==> src/rtl/pio_evt_pkg.sv <==
// Shared definitions for the PIO event master: FSM state encoding and PIO register map.
// RD_LVL/LVL_WAIT exist only when PIO_EVENT_MASTER_LEVEL_READ_EN is defined.
package pio_evt_pkg;

  localparam logic [1:0] PIO_ADDR_DATA = 2'd0;
  localparam logic [1:0] PIO_ADDR_MASK = 2'd2;
  localparam logic [1:0] PIO_ADDR_EDGE = 2'd3;

  typedef enum logic [2:0] {
    INIT_MASK = 3'd0,
    IDLE      = 3'd1,
    RD_CAP    = 3'd2,
    RD_WAIT   = 3'd3,
    WR_CLR    = 3'd4,
`ifdef PIO_EVENT_MASTER_LEVEL_READ_EN
    RD_LVL    = 3'd5,
    LVL_WAIT  = 3'd6,
`endif
    EMIT      = 3'd7
  } evt_state_t;

endpackage

==> src/rtl/pio_event_master.sv <==
// Avalon-MM master that services a PIO edge-capture interrupt and turns it into a ready/valid event.
// Define PIO_EVENT_MASTER_LEVEL_READ_EN to also read the PIO data register into evt_levels.
module pio_event_master
  import pio_evt_pkg::*;
#(
  parameter int               WIDTH         = 5,
  parameter logic [WIDTH-1:0] IRQ_MASK_INIT = 5'h1F
) (
  input  logic             clk,
  input  logic             reset_n,
  input  logic             irq,
  output logic [1:0]       avm_address,
  output logic             avm_chipselect,
  output logic             avm_write_n,
  output logic [31:0]      avm_writedata,
  input  logic [31:0]      avm_readdata,
  output logic             evt_valid,
  input  logic             evt_ready,
  output logic [WIDTH-1:0] evt_edges,
  output logic [WIDTH-1:0] evt_levels,
  output logic [7:0]       evt_seq,
  output logic             init_done
);

  evt_state_t       r_state;
  evt_state_t       w_next;
  logic [1:0]       r_address;
  logic             r_cs;
  logic             r_write_n;
  logic [31:0]      r_writedata;
  logic             r_init_done;
  logic             r_evt_valid;
  logic [WIDTH-1:0] r_edges;
  logic [7:0]       r_seq;

  logic [1:0]       w_address;
  logic             w_cs;
  logic             w_write_n;
  logic [31:0]      w_writedata;
  logic [WIDTH-1:0] w_rd_bits;
  logic             w_unused_rd;

  assign w_rd_bits   = avm_readdata[WIDTH-1:0];
  assign w_unused_rd = ^avm_readdata[31:WIDTH];

  // Bus signals are registered from the next state so they line up with the
  // state they belong to and come out of reset idle, as INIT_MASK is entered.
  always_comb begin
    w_next      = r_state;
    w_address   = PIO_ADDR_DATA;
    w_cs        = 1'b0;
    w_write_n   = 1'b1;
    w_writedata = '0;

    case (r_state)
      INIT_MASK: if (r_cs) w_next = IDLE;
      IDLE:      if (irq) w_next = RD_CAP;
      RD_CAP:    w_next = RD_WAIT;
      RD_WAIT:   w_next = (w_rd_bits == '0) ? IDLE : WR_CLR;
`ifdef PIO_EVENT_MASTER_LEVEL_READ_EN
      WR_CLR:    w_next = RD_LVL;
      RD_LVL:    w_next = LVL_WAIT;
      LVL_WAIT:  w_next = EMIT;
`else
      WR_CLR:    w_next = EMIT;
`endif
      EMIT:      if (evt_ready) w_next = IDLE;
      default:   w_next = INIT_MASK;
    endcase

    case (w_next)
      INIT_MASK: begin
        w_address   = PIO_ADDR_MASK;
        w_cs        = 1'b1;
        w_write_n   = 1'b0;
        w_writedata = 32'(IRQ_MASK_INIT);
      end
      RD_CAP: begin
        w_address = PIO_ADDR_EDGE;
        w_cs      = 1'b1;
      end
      RD_WAIT: begin
        w_address = PIO_ADDR_EDGE;
      end
      WR_CLR: begin
        // Clear only the bits just read so later edges remain pending.
        w_address   = PIO_ADDR_EDGE;
        w_cs        = 1'b1;
        w_write_n   = 1'b0;
        w_writedata = 32'(w_rd_bits);
      end
`ifdef PIO_EVENT_MASTER_LEVEL_READ_EN
      RD_LVL: begin
        w_address = PIO_ADDR_DATA;
        w_cs      = 1'b1;
      end
      LVL_WAIT: begin
        w_address = PIO_ADDR_DATA;
      end
`endif
      default: begin
        w_address = PIO_ADDR_DATA;
      end
    endcase
  end

  always_ff @(posedge clk or negedge reset_n) begin
    if (!reset_n) begin
      r_state     <= INIT_MASK;
      r_address   <= PIO_ADDR_DATA;
      r_cs        <= 1'b0;
      r_write_n   <= 1'b1;
      r_writedata <= '0;
      r_init_done <= 1'b0;
      r_evt_valid <= 1'b0;
      r_edges     <= '0;
      r_seq       <= '0;
    end else begin
      r_state     <= w_next;
      r_address   <= w_address;
      r_cs        <= w_cs;
      r_write_n   <= w_write_n;
      r_writedata <= w_writedata;
      r_evt_valid <= (w_next == EMIT);
      if (r_state == INIT_MASK && w_next == IDLE) r_init_done <= 1'b1;
      if (r_state == RD_WAIT) r_edges <= w_rd_bits;
      if (r_state == EMIT && evt_ready) r_seq <= r_seq + 8'd1;
    end
  end

`ifdef PIO_EVENT_MASTER_LEVEL_READ_EN
  logic [WIDTH-1:0] r_levels;

  always_ff @(posedge clk or negedge reset_n) begin
    if (!reset_n) begin
      r_levels <= '0;
    end else if (r_state == LVL_WAIT) begin
      r_levels <= w_rd_bits;
    end
  end

  assign evt_levels = r_levels;
`else
  assign evt_levels = '0;
`endif

  assign avm_address    = r_address;
  assign avm_chipselect = r_cs;
  assign avm_write_n    = r_write_n;
  assign avm_writedata  = r_writedata;
  assign evt_valid      = r_evt_valid;
  assign evt_edges      = r_edges;
  assign evt_seq        = r_seq;
  assign init_done      = r_init_done;

endmodule
==> config.mk <==
export PLATFORM = sky130hd
export DESIGN_NAME = pio_event_master
export DESIGN_NICKNAME = d
export VERILOG_FILES = /design/src/rtl/pio_evt_pkg.sv /design/src/rtl/pio_event_master.sv
export SDC_FILE = /design/constraint.sdc
export NUM_CORES = 1
export LEC_CHECK = 0
export ABC_AREA = 1
export CAP_MARGIN = 20
export CORE_MARGIN = 2
export CORE_UTILIZATION = 39
export DETAILED_ROUTE_END_ITERATION = 7
export PLACE_DENSITY = 0.87
export SYNTH_ARGS = -nofsm -noshare
export SYNTH_HDL_FRONTEND = slang
export SYNTH_SLANG_ARGS = --single-unit
==> constraint.sdc <==
create_clock -name clk -period 3.6 [get_ports clk]
set_input_delay 0.36 -clock clk [delete_from_list [all_inputs] [get_ports clk]]
set_output_delay 0.36 -clock clk [all_outputs]
set_load 0.05 [all_outputs]
==> impl_metrics.yaml <==
run_status:
  status: "finished, final reports clean"
setup_path:
  cp.required_ns: 3.24
  path_buf_inv: 1
  critPathTopFamily: "buffers and inverters"
  worst_path_max_delay_cell: "clkdlybuf4s50_1"
  start_kind: "flip-flop"
  regToRegStartpoint: "r_state[1]$_DFF_PN0_"
  startpoint: "avm_write_n$_DFF_PN1_"
  critPathArrivalTime_ns: 1.66
  endpoint_kind: "primary output"
  worstPathMaxFanout: 1
  path_cells: "clkdlybuf4s50_1"
  cpPeakStageDelay_ns: 0.79
  critPathKind: "flip-flop to primary output"
cts:
  htree_levels: 1
  cts_resized: 0
  clk_path_buf_depth: 2
  cts_sinks: 27
  cts_root_buf: "clkbuf_4"
  cts_made_buffers: 3
  clk_pin_slew_worst_paths_ns: 0.15
  clock_latency_ns: 0.32
  cts_post_setup_buffers_inserted: 0
  cts_hold_buf: 0
  cts_tree: "done"
drt:
  avgViaCountPerCell: 4.08
  wl_per_cell_um: 9.61
  first_iter_violations: 14
  vias: 995
  routed_wl_um: 2350
  first_pass_iters: 4
  drcViolationCount: 0
  drtAntennaViolNets: 0
layout:
  area_growth_pct: 20.6
  fin_cells: 244
  antennaDiodeCount: 0
  drive_gt1_frac: 0.0960
  final_nets: 236
timing:
  finalClockSkew_ns: 0.00634
  maxClockFrequency_mhz: 495
  slew_headroom: 0.664
  finalCriticalPeriod_ns: 2.02
  tns_ns: 0
  hold_viol_final: 0
  rsz0062_at_grt: "no"
  worst_pin_slew_ns: 0.502
  min_period_over_period: 0.562
  setup_viol: 0
  slew_violations: 0
global_route:
  top_usage_layer: "met2"
  antenna_found_initial: 0
  grtUsageMet2: 0.194
  grtUsageMet1: 0.150
  grt_first_pass_wirelength_um: 3820
  grt_pass1_vias: 915
  use_met3: 0.0123
  grt_max_degree: 28
  overflow: 0
  grt_usage: 0.117
yosys:
  syn-instance-count: 162
  synthArstFlopShare: 1.00
  synth_common_cells: "nand2_1 (33), buf_4 (32), dfrtp_1 (26)"
  synth-seq-cells: 27
  yosys_warnings: 0
  yosysMostFrequentCell: "nand2_1"
  synth_edf_count: 0
  ys_seq_area_frac: 0.479
  syn_avg_cell_area_um2: 8.72
  synth_top_area_share: 0.461
  synth_cell_types: 20
  synth_ff_type: "dfrtp_1"
  synthTopCellsByArea: "dfrtp_1 (46%), buf_4 (17%), nand2_1 (8.8%), nor2_1 (5.3%), inv_1 (3.5%)"
  yosys.area.top_type: "dfrtp_1"
  synth_area_um2: 1410
placed_design:
  gp_congestion: 0.855
  hpwl_um: 1840
  portBuffers: 32
  dp.cells: 240
floorplan:
  fp.dieW_um: 64.2
  die_h_um: 64.2
  ios: 92
  core-area_um2: 3420
  fp.dieArea_um2: 4120
  rows: 21
  initial_utilization: 0.414
flow_run:
  maxCapViolCount: 0
power_and_ir_drop:
  total_power_w: 0.00156
  ir_drop_v: 0.000326
  leakagePower_nw: 0.880
  powerDensity_nw_per_um2: 914
min_path:
  min_path_type: "input port to async pin"
==> worst paths after layout <==
| path | endpoint | slack, ns | cells past startpoint |
|---|---|---|---|
| min in group clk | init_done$_DFFE_PN0P_ | 0.49 | 2 |
| max in group asynchronous | avm_write_n$_DFF_PN1_ | 2.94 | 2 |
| max | avm_write_n | 1.58 | 1 |
| max reg2reg | avm_address[1]$_DFF_PN0_ | 2.28 | 7 |
| min | avm_address[0]$_DFF_PN0_ | 0.37 | 2 |
| min reg2reg | init_done$_DFFE_PN0P_ | 0.49 | 2 |
==> placed cells by master, fill, tap and decap left out, drive strengths merged <==
cell / count
xor2: 3
inv: 16
buf: 1
nand4: 2
o21ai: 5
dfstp: 1
clkbuf: 3
clkinvlp: 1
nor2: 26
clkdlybuf4s50: 32
nand3: 10
dfrtp: 26
a21boi: 1
ha: 1
conb: 32
nand2: 35
xnor2: 3
==> final cells by class <==
cell class / instances / area (um^2)
fill: 327 / 1710
sequential: 27 / 677
multi-input combinational: 118 / 552
timing repair buffer: 33 / 328
inverter: 16 / 60.1
tap: 46 / 57.6
clock buffer: 3 / 22.5
clock inverter: 1 / 7.51
==> per-layer routing <==
| metal | vias to the layer above | part of all wire |
|---|---|---|
| met1 | 454 | 0.45 |
| met5 | - | 0 |
| met2 | 34 | 0.49 |
| met4 | 0 | 0.020 |
| met3 | 6 | 0.040 |
| li1 | 501 | - |
==> sequential cells by signal, summed over array words and instances (netlist names) <==
register and count:
evt_seq 8, avm_writedata 5, evt_edges 5, r_state 3, avm_address 2, avm_chipselect 1, avm_write_n 1, evt_valid 1
init_done 1
==> stage by stage <==
stage	setup WS, ns	cell area (um^2)	hold slack [ns]	util
5_1_grt	1.54	1700	0.412	0.499
4_1_cts	1.58	1700	0.394	0.499
3_5_place_dp	1.95	1670	0.455	0.490
2_1_floorplan	2.12	1530	0.0644	-
6_report	1.58	1700	0.372	0.499
3_3_place_gp	1.96	1670	0.453	0.490
==> report_power, final <==
| group | total [W] | switching [W] | internal (W) |
|---|---|---|---|
| Clock | 0.000132 | 0.0000894 | 0.0000425 |
| Sequential | 0.000501 | 0.0000779 | 0.000423 |
| Combinational | 0.000924 | 0.000656 | 0.000268 |
| Total | 0.00156 | 0.000823 | 0.000734 |
==> cells by family (layout without fill, tap and decap cells) <==
logic type,after synthesis,after routing,synth area share
AOI/OAI and AO/OA,6,6,0.0230
xor gates and xnor gates,6,6,0.0372
adders and majority gates,1,1,0.00886
buffers and inverters,48,53,0.213
DFF,27,27,0.479
other,1,32,0.00265
and+or+nand+nor,73,73,0.236
Note: power is estimated with default switching activity, not from simulation.
